===== src/rtl/cache_pkg.sv =====
// Shared definitions for the L1 cache memory-side blocks.
//   wb_state_t    : write buffer FSM state encoding
//   CACHE_ADDR_W  : default address width
//   CACHE_DATA_W  : default data width
package cache_pkg;

  localparam int CACHE_ADDR_W = 32;
  localparam int CACHE_DATA_W = 32;

  typedef enum logic [1:0] {
    WB_IDLE  = 2'd0,
    WB_DRAIN = 2'd1,
    WB_READ  = 2'd2
  } wb_state_t;

endpackage


===== src/rtl/write_buffer_l1.sv =====
// Posted-write buffer between the L1 cache memory port and main memory.
// Cache writes are queued in a DEPTH-entry FIFO and drained to memory in
// issue order. Cache reads that match a queued address are answered from
// the youngest matching entry; other reads go to memory.
//
// Ports
//   clk, rst               clock; synchronous active-low reset
//   c_ce/c_rw/c_addr/c_wdata  cache request (c_rw=1 read)
//   c_rdata, c_hold        read data, stall back to the cache
//   m_ce/m_rw/m_addr/m_wdata  memory request
//   m_rdata, m_ready       memory read data, access-complete strobe
//   wb_empty, wb_count     FIFO occupancy
//   dbg_state              current FSM state, for observation only
//
// Handshakes: the cache presents c_ce and keeps the request stable while
// c_hold=1; the request is consumed on the first posedge with c_hold=0.
// The memory request (m_ce and its qualifiers) stays frozen until a
// posedge with m_ready=1, which completes it.
import cache_pkg::*;

module write_buffer_l1 #(
  parameter int DEPTH  = 4,
  parameter int ADDR_W = CACHE_ADDR_W,
  parameter int DATA_W = CACHE_DATA_W
) (
  input  logic                     clk,
  input  logic                     rst,
  input  logic                     c_ce,
  input  logic                     c_rw,
  input  logic [ADDR_W-1:0]        c_addr,
  input  logic [DATA_W-1:0]        c_wdata,
  output logic [DATA_W-1:0]        c_rdata,
  output logic                     c_hold,
  output logic                     m_ce,
  output logic                     m_rw,
  output logic [ADDR_W-1:0]        m_addr,
  output logic [DATA_W-1:0]        m_wdata,
  input  logic [DATA_W-1:0]        m_rdata,
  input  logic                     m_ready,
  output logic                     wb_empty,
  output logic [$clog2(DEPTH):0]   wb_count,
  output wb_state_t                dbg_state
);

  localparam int PTR_W = $clog2(DEPTH);
  localparam int CNT_W = PTR_W + 1;

  logic [ADDR_W-1:0] addr_q [DEPTH];
  logic [DATA_W-1:0] data_q [DEPTH];
  logic [DEPTH-1:0]  valid_q;
  logic [PTR_W-1:0]  head_q, tail_q;
  logic [CNT_W-1:0]  count_q;
  wb_state_t         state_q, state_d;

  logic              read_req, write_req;
  logic              hit;
  logic [DATA_W-1:0] hit_data;
  logic [PTR_W-1:0]  idx;
  logic              read_miss, full, nonempty;
  logic              own_read, own_drain;
  logic              read_done, drain_done;
  logic              push, pop;

  assign read_req  = rst & c_ce & c_rw;
  assign write_req = rst & c_ce & ~c_rw;
  assign full      = (count_q == CNT_W'(DEPTH));
  assign nonempty  = (count_q != '0);

  // Forwarding compare over every entry, walked oldest to youngest so the
  // youngest match is the one left standing.
  always_comb begin
    hit      = 1'b0;
    hit_data = '0;
    idx      = '0;
    for (int i = 0; i < DEPTH; i++) begin
      idx = head_q + PTR_W'(i);
      if (valid_q[idx] && addr_q[idx] == c_addr) begin
        hit      = 1'b1;
        hit_data = data_q[idx];
      end
    end
  end

  assign read_miss = read_req & ~hit;

  // Port ownership is decided combinationally so a zero-wait read from
  // IDLE completes in its first cycle. Once a state is registered the
  // owner is locked until m_ready, which keeps the memory request frozen.
  assign own_read  = rst & ((state_q == WB_READ) |
                            ((state_q == WB_IDLE) & read_miss));
  assign own_drain = rst & ((state_q == WB_DRAIN) |
                            ((state_q == WB_IDLE) & nonempty & ~read_miss));

  assign read_done  = own_read  & m_ready;
  assign drain_done = own_drain & m_ready;

  assign m_ce    = own_read | own_drain;
  assign m_rw    = own_read;
  assign m_addr  = own_read ? c_addr : (own_drain ? addr_q[head_q] : '0);
  assign m_wdata = own_drain ? data_q[head_q] : '0;

  // A full FIFO still accepts a write when the head leaves in the same cycle.
  always_comb begin
    c_hold = 1'b0;
    if (write_req)      c_hold = full & ~drain_done;
    else if (read_miss) c_hold = ~read_done;
  end

  always_comb begin
    c_rdata = '0;
    if (read_req && hit) c_rdata = hit_data;
    else if (read_done)  c_rdata = m_rdata;
  end

  assign push = write_req & ~c_hold;
  assign pop  = drain_done;

  always_comb begin
    state_d = WB_IDLE;
    if (own_read)       state_d = m_ready ? WB_IDLE : WB_READ;
    else if (own_drain) state_d = m_ready ? WB_IDLE : WB_DRAIN;
  end

  always_ff @(posedge clk) begin
    if (!rst) begin
      state_q <= WB_IDLE;
      head_q  <= '0;
      tail_q  <= '0;
      count_q <= '0;
      valid_q <= '0;
    end else begin
      state_q <= state_d;
      // Pop before push: when full, head and tail alias and the new entry
      // must end up valid.
      if (pop) begin
        valid_q[head_q] <= 1'b0;
        head_q          <= head_q + 1'b1;
      end
      if (push) begin
        valid_q[tail_q] <= 1'b1;
        tail_q          <= tail_q + 1'b1;
      end
      case ({push, pop})
        2'b10:   count_q <= count_q + 1'b1;
        2'b01:   count_q <= count_q - 1'b1;
        default: count_q <= count_q;
      endcase
    end
  end

  always_ff @(posedge clk) begin
    if (push) begin
      addr_q[tail_q] <= c_addr;
      data_q[tail_q] <= c_wdata;
    end
  end

  assign wb_empty  = ~rst | ~nonempty;
  assign wb_count  = rst ? count_q : '0;
  assign dbg_state = state_q;

endmodule


===== config.mk =====
export PLATFORM = sky130hd
export DESIGN_NAME = write_buffer_l1
export DESIGN_NICKNAME = d
export VERILOG_FILES = /design/src/rtl/cache_pkg.sv /design/src/rtl/write_buffer_l1.sv
export SDC_FILE = /design/constraint.sdc
export NUM_CORES = 1
export LEC_CHECK = 0
export CAP_MARGIN = 20
export CORE_ASPECT_RATIO = 0.6
export CORE_MARGIN = 3
export CORE_UTILIZATION = 45
export DETAILED_ROUTE_END_ITERATION = 16
export GPL_TIMING_DRIVEN = 0
export PLACE_DENSITY = 0.71
export SYNTH_ARGS = -nofsm -noshare
export SYNTH_HDL_FRONTEND = slang
export SYNTH_SLANG_ARGS = --single-unit

===== constraint.sdc =====
create_clock -name clk -period 4.7 [get_ports clk]
set_clock_uncertainty 0.1 [all_clocks]
set_input_delay 0.94 -clock clk [delete_from_list [all_inputs] [get_ports clk]]
set_output_delay 0.94 -clock clk [all_outputs]
set_load 0.02 [all_outputs]

== Yosys cells after proc, flatten, opt, wreduce, memory -nomap -nowiden ==
Memory sizes are Yosys's and may differ from the RTL's. A register that Yosys moved wholly into a read port is not among the register bits.
Cells that the tools add are included.

* Flip-flop bits (word level): 13
* Bits in latches: 0
* Bits in writable memories: 256
* Bits in read-only memories: 0
* Input bits: 101
* Output and inout port bits: 105
* Word-level logic and storage cells: 109
* Memories: 2

{| class="wikitable"
|+ Memories
! name !! depth !! bits a word !! read ports !! clocked after memory_dff !! wr ports !! RTL line !! RTL
|-
| addr_q || 4 || 32 || 4 || 1 || 1 || write_buffer_l1.sv:48 || <nowiki>logic [ADDR_W-1:0] addr_q [DEPTH];</nowiki>
|-
| data_q || 4 || 32 || 4 || 1 || 1 || write_buffer_l1.sv:49 || <nowiki>logic [DATA_W-1:0] data_q [DEPTH];</nowiki>
|}

* Add/subtract/negate cells: 6
* Multiply operators: 0
* Div/mod/pow operators: 0
* Magnitude comparators: 7
* Equal/unequal tests: 9
* Shift operators: 0
* Multiplexer cells: 42
* Bitwise logic cells: 28
* Reduce and logical (&&, ||, !) cells: 10

{| class="wikitable"
|+ Operators by type and width
! kind !! count
|-
| 2-to-1 mux 32 bit || 9
|-
| equality test 32 bit || 4
|-
| 2-to-1 mux 1 bit || 16
|-
| < comparator 2 x 3 -> 1 bit, second input constant || 5
|-
| AND 1 bit || 13
|-
| 2-to-1 mux 2 bit || 6
|-
| 2-to-1 mux 4 bit || 3
|-
| binary-select mux 1 bit (select 2 bit) || 4
|-
| inverter 1 bit || 8
|-
| logical AND 1 bit || 7
|-
| one-hot mux 3 bit (2 select lines) || 1
|-
| adder 2 x 1 -> 2 bit, second input constant || 2
|-
| adder 2 bit, second input constant || 2
|-
| AND 4 bit || 1
|-
| demux 1 bit (select 2 bit) || 2
|-
| equality test 2 x 1 -> 1 bit, second input constant || 2
|-
| equality test 2 bit, second input constant || 2
|-
| >= comparator 2 x 1 -> 1 bit, second input constant || 2
|-
| inverter 4 bit || 1
|-
| OR 1 bit || 4
|-
| OR 4 bit || 1
|-
| adder 3 x 1 -> 3 bit, second input constant || 1
|-
| equality test 3 bit, second input constant || 1
|-
| 2-to-1 mux 3 bit || 1
|-
| 4 further kinds || 4
|}

== Depth between registers and ports, before layout ==
* Depth in word-level cells: 21
* Mapped depth: 22
* Depth with buffers taken out: 14

== Worst setup path before layout ==
No wires, ideal clock.

* Path type: flip-flop to output port
* Start point: register head_q[1]
* End point: output port c_rdata[0]
* Data arrival time: 4.156 ns
* Data required time: 3.660 ns
* Setup slack: -0.496 ns
* Cell stages (with the launch flop): 18
* Path buffers: 7
* Path through: dfxtp_1 > clkbuf_1 > clkbuf_1 > inv_1 > ha_1 > buf_4 > buf_6 > clkinv_1 > clkbuf_1 > a21oi_1 > nand4b_1 > a2111oi_0 > o2111ai_1 > clkbuf_1 > clkbuf_1 > o221ai_1 > o21ai_0 > o21ai_0

* Longest elaborated chain between the ends: 15
* Elaborated cells on any way between the ends: 37
* Classes of those cells: add/sub: 3; eq/ne: 3; mux: 18; bitwise: 6; reduce/logical: 5; memory: 2

{| class="wikitable"
|+ RTL lines
! item !! RTL line !! RTL
|-
| from (decl) || write_buffer_l1.sv:51 || <nowiki>logic [PTR_W-1:0] head_q, tail_q;</nowiki>
|-
| from (signal assigned) || write_buffer_l1.sv:137 || <nowiki>head_q <= head_q + 1'b1;</nowiki>
|-
| adder 2 x 1 -> 2 bit / binary-select mux 1 bit (select 2 bit) (equally long branches) || write_buffer_l1.sv:76, write_buffer_l1.sv:77 ||
|-
| memory (4 x 32 bit), or another cell as far along || n/a ||
|-
| equality test 32 bit, or another cell as far along || write_buffer_l1.sv:77 || <nowiki>if (valid_q[idx] && addr_q[idx] == c_addr) begin</nowiki>
|-
| logical AND 1 bit / 2-to-1 mux 1 bit (equally long branches) || write_buffer_l1.sv:77 ||
|-
| 2-to-1 mux 1 bit (3 in series) || write_buffer_l1.sv:77 ||
|-
| inverter 1 bit || write_buffer_l1.sv:84 || <nowiki>assign read_miss = read_req & ~hit;</nowiki>
|-
| AND 1 bit || write_buffer_l1.sv:84 ||
|-
| AND 1 bit || write_buffer_l1.sv:90 || <nowiki>((state_q == WB_IDLE) & read_miss));</nowiki>
|-
| OR 1 bit || write_buffer_l1.sv:89 || <nowiki>assign own_read = rst & ((state_q == WB_READ) |</nowiki>
|-
| AND 1 bit || write_buffer_l1.sv:89 ||
|-
| AND 1 bit || write_buffer_l1.sv:94 || <nowiki>assign read_done = own_read & m_ready;</nowiki>
|-
| 2-to-1 mux 32 bit || write_buffer_l1.sv:112 || <nowiki>else if (read_done) c_rdata = m_rdata;</nowiki>
|-
| 2-to-1 mux 32 bit * || write_buffer_l1.sv:111 || <nowiki>if (read_req && hit) c_rdata = hit_data;</nowiki>
|-
| to (decl) || write_buffer_l1.sv:32 || <nowiki>output logic [DATA_W-1:0] c_rdata,</nowiki>
|}

Every way passes the cells marked *; elsewhere a longest branch is shown, timed or not. The select of a mux whose other input is x is not followed.

== Final worst setup path ==
* Start point: register head_q[0]
* End point: output port m_addr[31]

* Elaborated cells on any way between the ends: 34
* Classes of those cells: add/sub: 3; eq/ne: 3; mux: 14; bitwise: 9; reduce/logical: 4; memory: 1

{| class="wikitable"
|+ RTL lines
! item !! RTL line !! RTL
|-
| adder 2 bit * || write_buffer_l1.sv:76 || <nowiki>idx = head_q + PTR_W'(i);</nowiki>
|-
| via idx[0] || write_buffer_l1.sv:58 || <nowiki>logic [PTR_W-1:0] idx;</nowiki>
|-
| memory (4 x 32 bit) / binary-select mux 1 bit (select 2 bit) (equally long branches) || n/a ||
|-
| equality test 32 bit / 2-to-1 mux 1 bit (equally long branches) || write_buffer_l1.sv:77 ||
|-
| logical AND 1 bit * || write_buffer_l1.sv:77 ||
|-
| 2-to-1 mux 1 bit * || write_buffer_l1.sv:77 ||
|-
| inverter 1 bit * || write_buffer_l1.sv:84 ||
|-
| AND 1 bit * || write_buffer_l1.sv:84 ||
|-
| inverter 1 bit || write_buffer_l1.sv:92 || <nowiki>((state_q == WB_IDLE) & nonempty & ~read_miss));</nowiki>
|-
| AND 1 bit || write_buffer_l1.sv:92 ||
|-
| OR 1 bit || write_buffer_l1.sv:91 || <nowiki>assign own_drain = rst & ((state_q == WB_DRAIN) |</nowiki>
|-
| AND 1 bit || write_buffer_l1.sv:91 ||
|-
| 2-to-1 mux 32 bit || write_buffer_l1.sv:99 || <nowiki>assign m_addr = own_read ? c_addr : (own_drain ? addr_q[head_q] : '0);</nowiki>
|-
| 2-to-1 mux 32 bit * || write_buffer_l1.sv:99 ||
|-
| to (decl) || write_buffer_l1.sv:36 || <nowiki>output logic [ADDR_W-1:0] m_addr,</nowiki>
|}

The timed path passes the listed nets; every way through them passes the cells marked *. The select of a mux whose other input is x is not followed.

==> metrics.cfg <==
[status]
status = complete, but fails checks
violations = negative setup slack

[timing]
fmax_mhz = 171
tightest_slew_ns = 1.27
relSlewSlack_pct = 15.6
period_minus_slack_ns = 5.84
drv_slew = 0
setup_viol = 101
rsz0062_at_grt = true
hold_viol_final = 0
period_share_pct = 124
worst_slack_ns = -1.14

[drt]
viasPerCell = 7.00
first_pass_iters = 6
vias = 15851
drtAntennaViolNets = 0
wirelength_um = 73100
initialDrtViolationCount = 2315
route.detailed.wl_per_inst_um = 32.3
drc_errors = 0

[logic_synthesis]
ys_types = 71
yosysTopAreaCellShare_pct = 41.9
syn-mean-instance-area_um2 = 12.8
yosys-top-cells-area = edfxtp_1 (42%), mux4_2 (19%), mux2i_1 (5.3%)
yosysWarningCount = 0
syn-instance-count = 1427
yosys.area.top_type = edfxtp_1
ys_seq_area_share_pct = 43.6
async_reset_ff_share_pct = 0
syn_nets = 1537
synth-seq-cells = 271
ys.flop_type = edfxtp_1
synth_area_um2 = 18300
synth_edf_count = 256

[placed_design]
place_hpwl_um = 50500
io_buffers = 205
place_congestion = 1.03
placed_cell_area_um2 = 21600
placed_cells = 2158

[hold_path]
hold_path.class = reg2reg

[pwr]
swShare_pct = 29.7
power_frac_seq_pct = 38.8
leakage_nw = 8.08
p_int_mw = 4.90
power_frac_comb_pct = 26.5
clock_power_share_pct = 34.6
p_sw_mw = 2.07
ir_drop_mv = 0.191
p_total_mw = 6.96
p_per_area_nw_per_um2 = 282

[clock_network]
cts.htree.levels = 1
cts_buffers = 27
cts.path.max_buffers = 3
clk_latency_ns = 0.59
clockRootBuffer = clkbuf_16
ctsHoldBuffers = 0
cts.clk_slew.worst_paths_ns = 0.07
cts_sinks = 271
cts_tree = yes

[global_route]
grt_pass1_wl_um = 104000
antenna_found_initial = 5
grt_max_degree = 43
track_usage_pct = 32.6
grt_pass1_vias = 15099
grt_overflow = 0

[setup_path]
critical_path_class = reg2out
cp.required_ns = 3.66
crit_buf_inv = 11
path_cells = buf_12, buf_16, buf_12, clkinvlp_4, ha_4, buf_12, buf_12, buf_12, mux4_2, o211ai_1, nor3_2, nor4bb_4, buf_4, a21o_4, or2_4, a211oi_4, buf_6, buf_4, a22o_1, buf_6
crit_top_cell = buf_12
endpoint_kind = output port
cp_max_fo = 8
worst_path_max_delay_cell = mux4_2
critPathMaxStageDelay_ns = 0.48
worstPathArrival_ns = 4.80
cpLargestDelayFamily = buffers and inverters
worstSetupStartpointType = flip-flop

[final_layout]
fill_cells = 2986
final_cells = 2263
seqCellArea_um2 = 8000
drive_gt1_share_pct = 39.3
area_growth_pct = 34.7
nets = 1829
multi_input_area_um2 = 10900
design_area_um2 = 24700

[job]
maxCapViolations = 0

[die]
die_h_um = 162
fp.coreArea_um2 = 39700
die-width_um = 267
initial_core_util_pct = 46.2
row_count = 56
ios = 206
die_area_um2 = 43300

power by group through the flow:
stage / clock network, mW / registers [mW] / logic, mW
after CTS: 2.42 / 2.70 / 1.71
final: 2.41 / 2.70 / 1.85
after global placement: 0 / 2.76 / 1.50
after global routing: 2.52 / 2.71 / 1.90
after detailed placement: 0 / 2.76 / 1.51
after floorplan: 0 / 2.75 / 0.938
final cells by class:
| cell class | instances | area share [%] |
|---|---|---|
| diodes | 1 | 0.0101 |
| plain buffers | 142 | 4.61 |
| clock buffers | 30 | 2.78 |
| clock inverters | 20 | 1.08 |
| inverters | 25 | 0.416 |
| multi-input cells | 987 | 44.2 |
| flip-flops and latches | 271 | 32.4 |
| well taps | 522 | 2.65 |
| repair buffers | 265 | 11.9 |
cells in the mapped netlist (11+ instances only):
cell      count
buf_6        12
nand2_1      57
clkbuf_1     78
mux2_2       37
mux2i_1      97
a22o_1       32
nand4_1      14
nor2_1       89
mux4_2      158
xnor2_1      98
buf_1        21
and2_1       38
inv_1        24
dfxtp_1      15
o221ai_1     33
a31oi_1      35
nand3_1      12
nor4_1       11
xor2_1       21
a211oi_1     33
edfxtp_1    256
a21oi_1      46
buf_2        22
o21ai_0      63
metal layers:
layer / GRT usage (%) / part of all wire (%) / up-vias
li1: - / - / 6308
met1: 49.3 / 40 / 8028
met2: 43.8 / 40 / 1332
met3: 12.7 / 16 / 177
met4: 7.86 / 3.0 / 6
met5: 0 / 0.055 / -
flip-flops by register name, summed over array words and instances, names as in the netlist, named ones only:
name	cells
addr_q	128
count_q	3
data_q	128
dbg_state	2
head_q	2
tail_q	2
valid_q	4
worst register-to-register path, delay by kind of cell (launching register included):
kind / cells / cell delay [ns]
compound gates: 7 / 1.53
simple gates: 2 / 0.32
buf+inv: 7 / 0.99
fa+ha+maj: 2 / 0.73
mux: 1 / 0.59
xor+xnor: 1 / 0.32
flops: 1 / 0.36
worst paths after layout:
path,from,to,slack (ns),cells past startpoint
setup / recovery,head_q[0]$_SDFFE_PN0N_,m_addr[31],-1.14,20
hold / removal,count_q[0]$_SDFFE_PN0P_,count_q[0]$_SDFFE_PN0P_,0.48,1
setup reg to reg,head_q[0]$_SDFFE_PN0N_,count_q[2]$_SDFFE_PN0P_,-0.34,20
hold reg to reg,count_q[0]$_SDFFE_PN0P_,count_q[0]$_SDFFE_PN0P_,0.48,1
cell families after synthesis:
kind of cell,count (synthesis),synth area share [%]
compound gates,313,12.0
xor+xnor,119,5.68
fa+ha+maj,9,0.655
buf+inv,169,4.49
flops,271,43.6
mux,292,27.0
simple gates,254,6.65
placed cells by master (no fill, tap or decap), drive strengths merged, types with 9 or more instances in the layout:
cell type | Yosys | final
nor2 | 89 | 89
clkbuf | 78 | 105
and2 | 38 | 38
nand3 | 12 | 12
nor4 | 11 | 11
nand4 | 14 | 14
a21oi | 46 | 46
o221ai | 33 | 33
xor2 | 21 | 21
clkdlybuf4s50 | 0 | 106
inv | 24 | 25
a211oi | 34 | 34
edfxtp | 256 | 256
dfxtp | 15 | 15
xnor2 | 98 | 98
o211ai | 10 | 10
buf | 66 | 226
mux2i | 97 | 97
o21ai | 70 | 70
a31oi | 35 | 35
mux2 | 37 | 37
nor3 | 9 | 9
nand2 | 57 | 57
a22o | 32 | 32
clkinv | 1 | 11
mux4 | 158 | 158
metrics by stage:
| stage | worst slack [ns] | TNS [ns] | hold WS (ns) | utilization, % |
|---|---|---|---|---|
| 6_report | -1.14 | -102.88 | 0.484 | 62.3 |
| 5_1_grt | -1.19 | -110.37 | 0.519 | 62.3 |
| 4_1_cts | -1.09 | -98.11 | 0.486 | 59.9 |
| 3_5_place_dp | -2.89 | -276.44 | 0.475 | 54.4 |
| 3_3_place_gp | -2.73 | -660.00 | 0.457 | 54.1 |
| 2_1_floorplan | -0.00156 | -0.00156 | 0.416 | - |
timing repair:
action,CTS,global route
gates cloned,5,5
endpoints found under the hold margin,0,0
pin swaps,46,58
buffers inserted,38,7
gates resized for setup,747,187
setup endpoints to repair,112,101
Power figures use the tool's default switching activity.
